===== src/rtl/hilo_mac.sv =====
// Multi-cycle radix-2 shift-add multiply / multiply-accumulate unit that owns
// the architectural HI/LO pair (mul, madd, maddu).
module hilo_mac #(
  parameter int WIDTH = 32
) (
  input  logic             clk,
  input  logic             rst_n,
  input  logic             start,
  input  logic [5:0]       op,
  input  logic [WIDTH-1:0] a,
  input  logic [WIDTH-1:0] b,
  input  logic             clr,
  output logic             busy,
  output logic             done,
  output logic [WIDTH-1:0] hi,
  output logic [WIDTH-1:0] lo
);

  localparam int CW = $clog2(WIDTH + 1);
  localparam logic [5:0] OP_MADD  = 6'd6;
  localparam logic [5:0] OP_MADDU = 6'd7;
  localparam logic [5:0] OP_MUL   = 6'd39;

  typedef enum logic [1:0] {
    IDLE = 2'd0,
    CALC = 2'd1,
    ACC  = 2'd2
  } state_t;

  state_t             state_r;
  logic [5:0]         op_r;
  logic [WIDTH-1:0]   mcand_r;
  logic [WIDTH-1:0]   mplier_r;
  logic [2*WIDTH-1:0] prod_r;
  logic               neg_r;
  logic [CW-1:0]      count_r;
  logic               busy_r;
  logic               done_r;
  logic [WIDTH-1:0]   hi_r;
  logic [WIDTH-1:0]   lo_r;

  logic               valid_op_s;
  logic               signed_op_s;
  logic [WIDTH:0]     upper_s;
  logic [WIDTH:0]     step_hi_s;
  logic [2*WIDTH-1:0] signed_prod_s;
  logic [2*WIDTH-1:0] result_s;

  // Magnitude of a two's-complement operand; the most-negative value maps to itself.
  function automatic logic [WIDTH-1:0] abs_val(input logic [WIDTH-1:0] x);
    abs_val = x[WIDTH-1] ? (~x + {{(WIDTH-1){1'b0}}, 1'b1}) : x;
  endfunction

  // Opcode decode, one shift-add step, and the final sign fix / accumulate.
  always_comb begin
    valid_op_s  = (op == OP_MADD) || (op == OP_MADDU) || (op == OP_MUL);
    signed_op_s = (op == OP_MADD) || (op == OP_MUL);
    upper_s     = {1'b0, prod_r[2*WIDTH-1:WIDTH]};
    if (mplier_r[0]) begin
      step_hi_s = upper_s + {1'b0, mcand_r};
    end else begin
      step_hi_s = upper_s;
    end
    if (neg_r) begin
      signed_prod_s = ~prod_r + {{(2*WIDTH-1){1'b0}}, 1'b1};
    end else begin
      signed_prod_s = prod_r;
    end
    if (op_r == OP_MUL) begin
      result_s = signed_prod_s;
    end else begin
      result_s = {hi_r, lo_r} + signed_prod_s;
    end
  end

  // Control FSM, datapath registers and the architectural HI/LO pair.
  always_ff @(posedge clk or negedge rst_n) begin
    if (!rst_n) begin
      state_r  <= IDLE;
      op_r     <= 6'd0;
      mcand_r  <= {WIDTH{1'b0}};
      mplier_r <= {WIDTH{1'b0}};
      prod_r   <= {(2*WIDTH){1'b0}};
      neg_r    <= 1'b0;
      count_r  <= {CW{1'b0}};
      busy_r   <= 1'b0;
      done_r   <= 1'b0;
      hi_r     <= {WIDTH{1'b0}};
      lo_r     <= {WIDTH{1'b0}};
    end else if (clr) begin
      // Clear wins over everything, including a start in the same cycle.
      state_r <= IDLE;
      count_r <= {CW{1'b0}};
      busy_r  <= 1'b0;
      done_r  <= 1'b0;
      hi_r    <= {WIDTH{1'b0}};
      lo_r    <= {WIDTH{1'b0}};
    end else begin
      done_r <= 1'b0;
      case (state_r)
        IDLE: begin
          if (start && valid_op_s) begin
            op_r     <= op;
            mcand_r  <= signed_op_s ? abs_val(a) : a;
            mplier_r <= signed_op_s ? abs_val(b) : b;
            neg_r    <= signed_op_s & (a[WIDTH-1] ^ b[WIDTH-1]);
            prod_r   <= {(2*WIDTH){1'b0}};
            count_r  <= {CW{1'b0}};
            busy_r   <= 1'b1;
            state_r  <= CALC;
          end else begin
            state_r <= IDLE;
          end
        end
        CALC: begin
          prod_r   <= {step_hi_s, prod_r[WIDTH-1:1]};
          mplier_r <= {1'b0, mplier_r[WIDTH-1:1]};
          count_r  <= count_r + {{(CW-1){1'b0}}, 1'b1};
          if (count_r == CW'(WIDTH - 1)) begin
            state_r <= ACC;
          end else begin
            state_r <= CALC;
          end
        end
        ACC: begin
          {hi_r, lo_r} <= result_s;
          busy_r       <= 1'b0;
          done_r       <= 1'b1;
          state_r      <= IDLE;
        end
        default: begin
          state_r <= IDLE;
          busy_r  <= 1'b0;
        end
      endcase
    end
  end

  assign busy = busy_r;
  assign done = done_r;
  assign hi   = hi_r;
  assign lo   = lo_r;

endmodule


===== config.mk =====
export PLATFORM = sky130hd
export DESIGN_NAME = hilo_mac
export DESIGN_NICKNAME = d
export VERILOG_FILES = /design/src/rtl/hilo_mac.sv
export SDC_FILE = /design/constraint.sdc
export NUM_CORES = 1
export LEC_CHECK = 0
export BUFFER_PORTS_ARGS = -buffer_cell sky130_fd_sc_hd__buf_2
export CORE_MARGIN = 4
export CORE_UTILIZATION = 55
export CTS_BUF_LIST = sky130_fd_sc_hd__clkbuf_8
export DETAILED_ROUTE_END_ITERATION = 10
export PLACE_DENSITY = 0.74
export RECOVER_POWER = 50
export REMOVE_ABC_BUFFERS = 1
export SYNTH_ARGS = -nofsm -noshare
export SYNTH_HDL_FRONTEND = slang
export SYNTH_SLANG_ARGS = --single-unit

===== constraint.sdc =====
create_clock -name clk -period 14.6 [get_ports clk]
set_input_delay 2.19 -clock clk [delete_from_list [all_inputs] [get_ports clk]]
set_output_delay 2.19 -clock clk [all_outputs]
set_load 0.01 [all_outputs]

* Word-level counts from Yosys, hierarchy flattened
Cells that the tools add are included.
Widths: inputs -> output; s select.
** Storage, ports and cells
- Input bits :: 74
- Register bits after elaboration :: 209
- Output and inout port bits :: 66
- Logic and storage cells :: 72
** Cells by class
- Reduce and logical (&&, ||, !) cells :: 12
- Equal/unequal tests :: 10
- $add $sub $neg :: 6
- Multiplexer cells :: 27
- Bitwise logic cells :: 6
** Operator list (count)
- $mux 32 :: 9
- $mux 64 :: 3
- $pmux 64 s2 :: 1
- $add 32x1->32 const B :: 2
- $add 64x1->64 const B :: 1
- $add 64x64->64 :: 1
- $not 32->32 :: 2
- $not 64->64 :: 1
- $pmux 32 s2 :: 1
- $add 32x32->33 :: 1
- $mux 33 :: 1
- $eq 6x3->1 const B :: 2
- $eq 6x6->1 const B :: 2
- $mux 6 :: 2
- $pmux 6 s2 :: 1
- $add 6x1->6 const B :: 1
- $eq 6x5->1 const B :: 1
- $reduce_and 3->1 :: 2
- $mux 1 :: 5
- $mux 2 :: 2
- $ne 2x2->1 const B :: 2
- $pmux 2 s2 :: 1
- $reduce_and 2->1 :: 2
- $reduce_bool 2->1 :: 2
- other kinds (11) :: 13

* Longest topological paths before layout
- Depth after elaboration :: 7
- Depth in mapped cells :: 20
- Depth with buffers taken out :: 20

* Worst setup path before layout
Ideal clock, no wire load.
- Path kind :: flip-flop to flip-flop
- From :: register prod_r[22]
- To :: register hi_r[31], in the netlist hi[31]
- Setup time :: 0.129 ns
- Period minus slack after synthesis :: 4.931 ns
- Cell stages (with the launch flop) :: 21
- Buffers on the path :: 1
- Path slack :: 9.669 ns
- Arrival time :: 4.802 ns
- Data required time :: 14.471 ns
- Cells stage by stage :: dfrtp_1 > or4_1 > nor4_2 > nand2_1 > or3_1 > nand2b_1 > o21ai_0 > xnor2_1 > ha_1 > buf_2 > nand4_1 > or4_1 > or3_1 > o22ai_1 > o31ai_1 > o31ai_1 > o221ai_1 > xnor2_1 > nand2_1 > xnor2_1 > o21ai_1
** On the way
- Word-level cells in the longest chain between the ends :: 7
** Ends and longest elaborated chain
- start: declaration :: RTL line 34 : logic [2*WIDTH-1:0] prod_r;
- start signal: assignment :: RTL line 83 : prod_r <= {(2*WIDTH){1'b0}};
- start signal: assignment :: RTL line 107 : prod_r <= {(2*WIDTH){1'b0}};
- start signal: assignment :: RTL line 116 : prod_r <= {step_hi_s, prod_r[WIDTH-1:1]};
- $not 64->64 :: RTL line 65 : signed_prod_s = ~prod_r + {{(2*WIDTH-1){1'b0}}, 1'b1};
- $add 64x1->64 :: RTL line 65
- $mux 64 * :: RTL line 64 : if (neg_r) begin
- $add 64x64->64 :: RTL line 72 : result_s = {hi_r, lo_r} + signed_prod_s;
- $mux 64 * :: RTL line 69 : if (op_r == OP_MUL) begin
- $mux 32 * :: RTL line 100 : case (state_r)
- $mux 32 * :: RTL line 90 : end else if (clr) begin
- end signal: assignment :: RTL line 88 : hi_r <= {WIDTH{1'b0}};
- end signal: assignment :: RTL line 96 : hi_r <= {WIDTH{1'b0}};
- end signal: assignment :: RTL line 126 : {hi_r, lo_r} <= result_s;
- end: declaration :: RTL line 39 : logic [WIDTH-1:0] hi_r;
Every way passes the cells marked *; elsewhere a longest branch is shown, timed or not. The select of a mux whose other input is x is not followed.
A chain may end at the register's enable or synchronous reset.

==> reports/summary.txt <==
FF-to-FF path depth - 19
Placed Area - 0.01739 sq mm
maximum VDD drop - 0.06057 mV
insertion delay to the later sink of the worst-skew pair - 0.54 ns
sequential power share - 42.2%
share of post-route cells with drive strength above 1 - 8.369%
die area - 0.03274 sq mm
vias in the first global route - 14.21k
Clock Pin Slew Worst Setup and Hold Paths - 0.06 ns
setup_tns - 0 ns
Antenna Cells - 0
CP bufs+invs - 2
CP cell instances - clkbuf_1, clkbuf_1
reg-to-reg setup timing slack - 8.82 ns
Max Freq - 125.0 MHz
core area - 0.02956 sq mm
CP Depth - 2
Place WS - 9.006 ns
Internal - 1.097 mW
I/O Pins - 140
most frequent cells in the layout - 262 x nand2_1, 262 x o21ai_0, 208 x dfrtp_1
Crit. End Element - async pin
DRT Wirelength - 44.86 mm
Unique masters post-synth - 83
htree depth - 2
Yosys Warn Count - 0
DP Cell Count - 2405
Crit path required time - 14.53 ns
DRC - 0
crit-path max FO - 97
post-route cell area - 0.01800 sq mm
sequential share of the synthesized area - 31.79%
RR Endpoint - hi[31]$_DFFE_PN0P_
min cycle time layout - 7.998 ns
Sw Share - 34.61%
hold buffer count at cts - 0
IO buf count - 139
kind of critical path - in2async
area occupied by multi-input gates - 0.01071 sq mm
CTS tree - done
Hold Path Origin - op_r[2]$_DFFE_PN0P_
Post-synth EDFFs - 0
postcts setup bufs - 0
Clock Root Buffer - clkbuf_8
initial antenna violation count - 0
DR WL/cell - 18.17 um
Tot GR Track Use - 26.72%
non-filler cells, final - 2469
CP max stage cell - clkbuf_1
period utilisation layout - 54.78%
post-CTS resize count - 0
Critical Path Start Type - primary input
Rel. slew slack - -256.4%
status - finished with violations
violated checks - capacitance limit, slew limit
Max Cap Viol - 4
Final ANT Viol Nets - 0
Slew @ Worst Pin - 5.346 ns
number of buffers created by CTS - 38
Primary FF master, synth - dfrtp_1
Syn Area/Cell - 8.444 sq um
largest net degree at the start of global routing - 98
Max stage delay on crit path - 3.67 ns
Synth Instances - 1948
grt total ovfl - 0
worst setup path startpoint - rst_n
Final Skew - 0.02218 ns
Final setup viols - 0
Nets - 2245
Fin Hold WS - 0.4600 ns
drt pass-1 iters - 6
endpoints failing hold - 0
Die H - 180.9 um
Tot Pwr - 1.677 mW
Combinational Power Share - 26.0%
setup ws final - 6.602 ns
crit path DAT - 7.92 ns
post-layout util - 60.91%
switching power - 580.4 uW
Max Buffers Root-to-Sink - 3
RePlAce Congestion - 0.9969
Synth async-reset ratio - 100.0%
Hold Crit Class - reg2reg
fillers - 2661
placement row count - 63
CTS sink count - 209
Cell Area, Synth - 0.01645 sq mm
Die X - 180.9 um
Yosys reg bits - 209
family with the most delay on the worst path - buffers and inverters
reg2reg start - prod_r[4]$_DFFE_PN0P_
via count - 15.11k
leakage power - 8.418 nW
first-pass GRT wire length - 73.91 mm
clock power share - 31.8%
area grow syn2layout - 9.447%
initial core utilization - 55.65%
Register Area - 0.005231 sq mm
Critical Path End - neg_r$_DFFE_PN0P_
unrepaired setup endpoints after global routing - no
most frequent CP cell - clkbuf_1
Final Max Tran Viols - 247
DR iter-0 viols - 1237
Power Density - 93.15 mW/mm^2
Via-to-Cell Ratio - 6.121
HPWL Detailed - 33.38 mm
-- worst min-delay path by stage --
stage                                      to  cells after the start
after global placement    op_r[2]$_DFFE_PN0P_                      1
after floorplan           op_r[2]$_DFFE_PN0P_                      1
after CTS                 op_r[2]$_DFFE_PN0P_                      1
final                     op_r[2]$_DFFE_PN0P_                      1
after detailed placement  op_r[2]$_DFFE_PN0P_                      1
after global routing      op_r[2]$_DFFE_PN0P_                      1
-- metal layers --
layer	global-route usage, %	part of all wire [%]	vias to the layer above	wire length [um]
met1	40.55	49	7230	21800
li1	-	-	7341	-
met2	40.32	43	464	19380
met4	6.695	2.2	0	1007
met5	0	0	-	0
met3	3.866	6.0	78	2684
-- final cells by class --
cell class	instances	share of cell area, %
Multi-Input combinational cell	1611	59.48
Tap cell	390	2.710
Timing Repair Buffer	152	3.857
Sequential cell	209	29.06
Clock buffer	46	3.517
Clock inverter	18	0.4795
Inverter	43	0.8965
-- flip-flops by register name, indices dropped and copies added, names as in the netlist, 2 cells and up --
register  count
op_r          6
mplier_r     32
hi           32
mcand_r      32
prod_r       64
count_r       6
lo           32
state_r       2
-- synthesized netlist by cell type (4+ instances only) --
library cell  instances  area [sq um]
or3_1                 8         50.05
o21bai_1             20         150.1
a221o_1               4         40.04
o22ai_1               4         25.02
or4_4                 4         45.04
nand4_1              24         150.1
clkbuf_1             70         262.8
and2_1                8         50.05
nor4_1               18         112.6
buf_1                 5         18.77
or4_1                12         90.09
ha_1                114          1426
xnor2_1             132          1156
o21ai_1              11         55.05
nand2_1             262         983.4
nand2b_1             24         150.1
mux2i_1              41         410.4
a32oi_1               7         61.31
o21a_1               17         127.6
a21boi_0              6         45.04
and3_1                6         37.54
o31ai_1              34         255.2
nor2b_1               6         37.54
o211ai_1              5         37.54
inv_1                43         161.4
nor2_1               91         341.6
a21o_1               54         405.4
nand3_1              33         165.2
xor2_1               72         630.6
o21ai_0             262          1311
a22oi_1              29         217.7
a31oi_1              18         112.6
a22o_1               36         315.3
a21oi_1             136         680.7
a211oi_1              5         37.54
a221oi_1              4         35.03
dfrtp_1             209          5230
o41ai_1              13         113.9
nor3_1               29         145.1
-- cells by family after synthesis --
family	Yosys count	share of synthesized area, %
and+or+nand+nor	556	16.30
muxes	41	2.495
AOI/OAI and AO/OA	694	26.34
buffers and inverters	128	3.294
DFF	209	31.79
xor gates and xnor gates	204	10.86
adders and majority gates	116	8.915
-- power groups by stage --
stage          clock (mW)  combinational [mW]  sequential (mW)
5_1_grt             0.578               0.491            0.717
3_3_place_gp            0               0.420            0.713
6_report            0.533               0.436            0.708
2_1_floorplan           0               0.315            0.697
4_1_cts             0.548               0.432            0.706
3_5_place_dp            0               0.431            0.715
No activity file was read; power rests on OpenSTA's default activity.
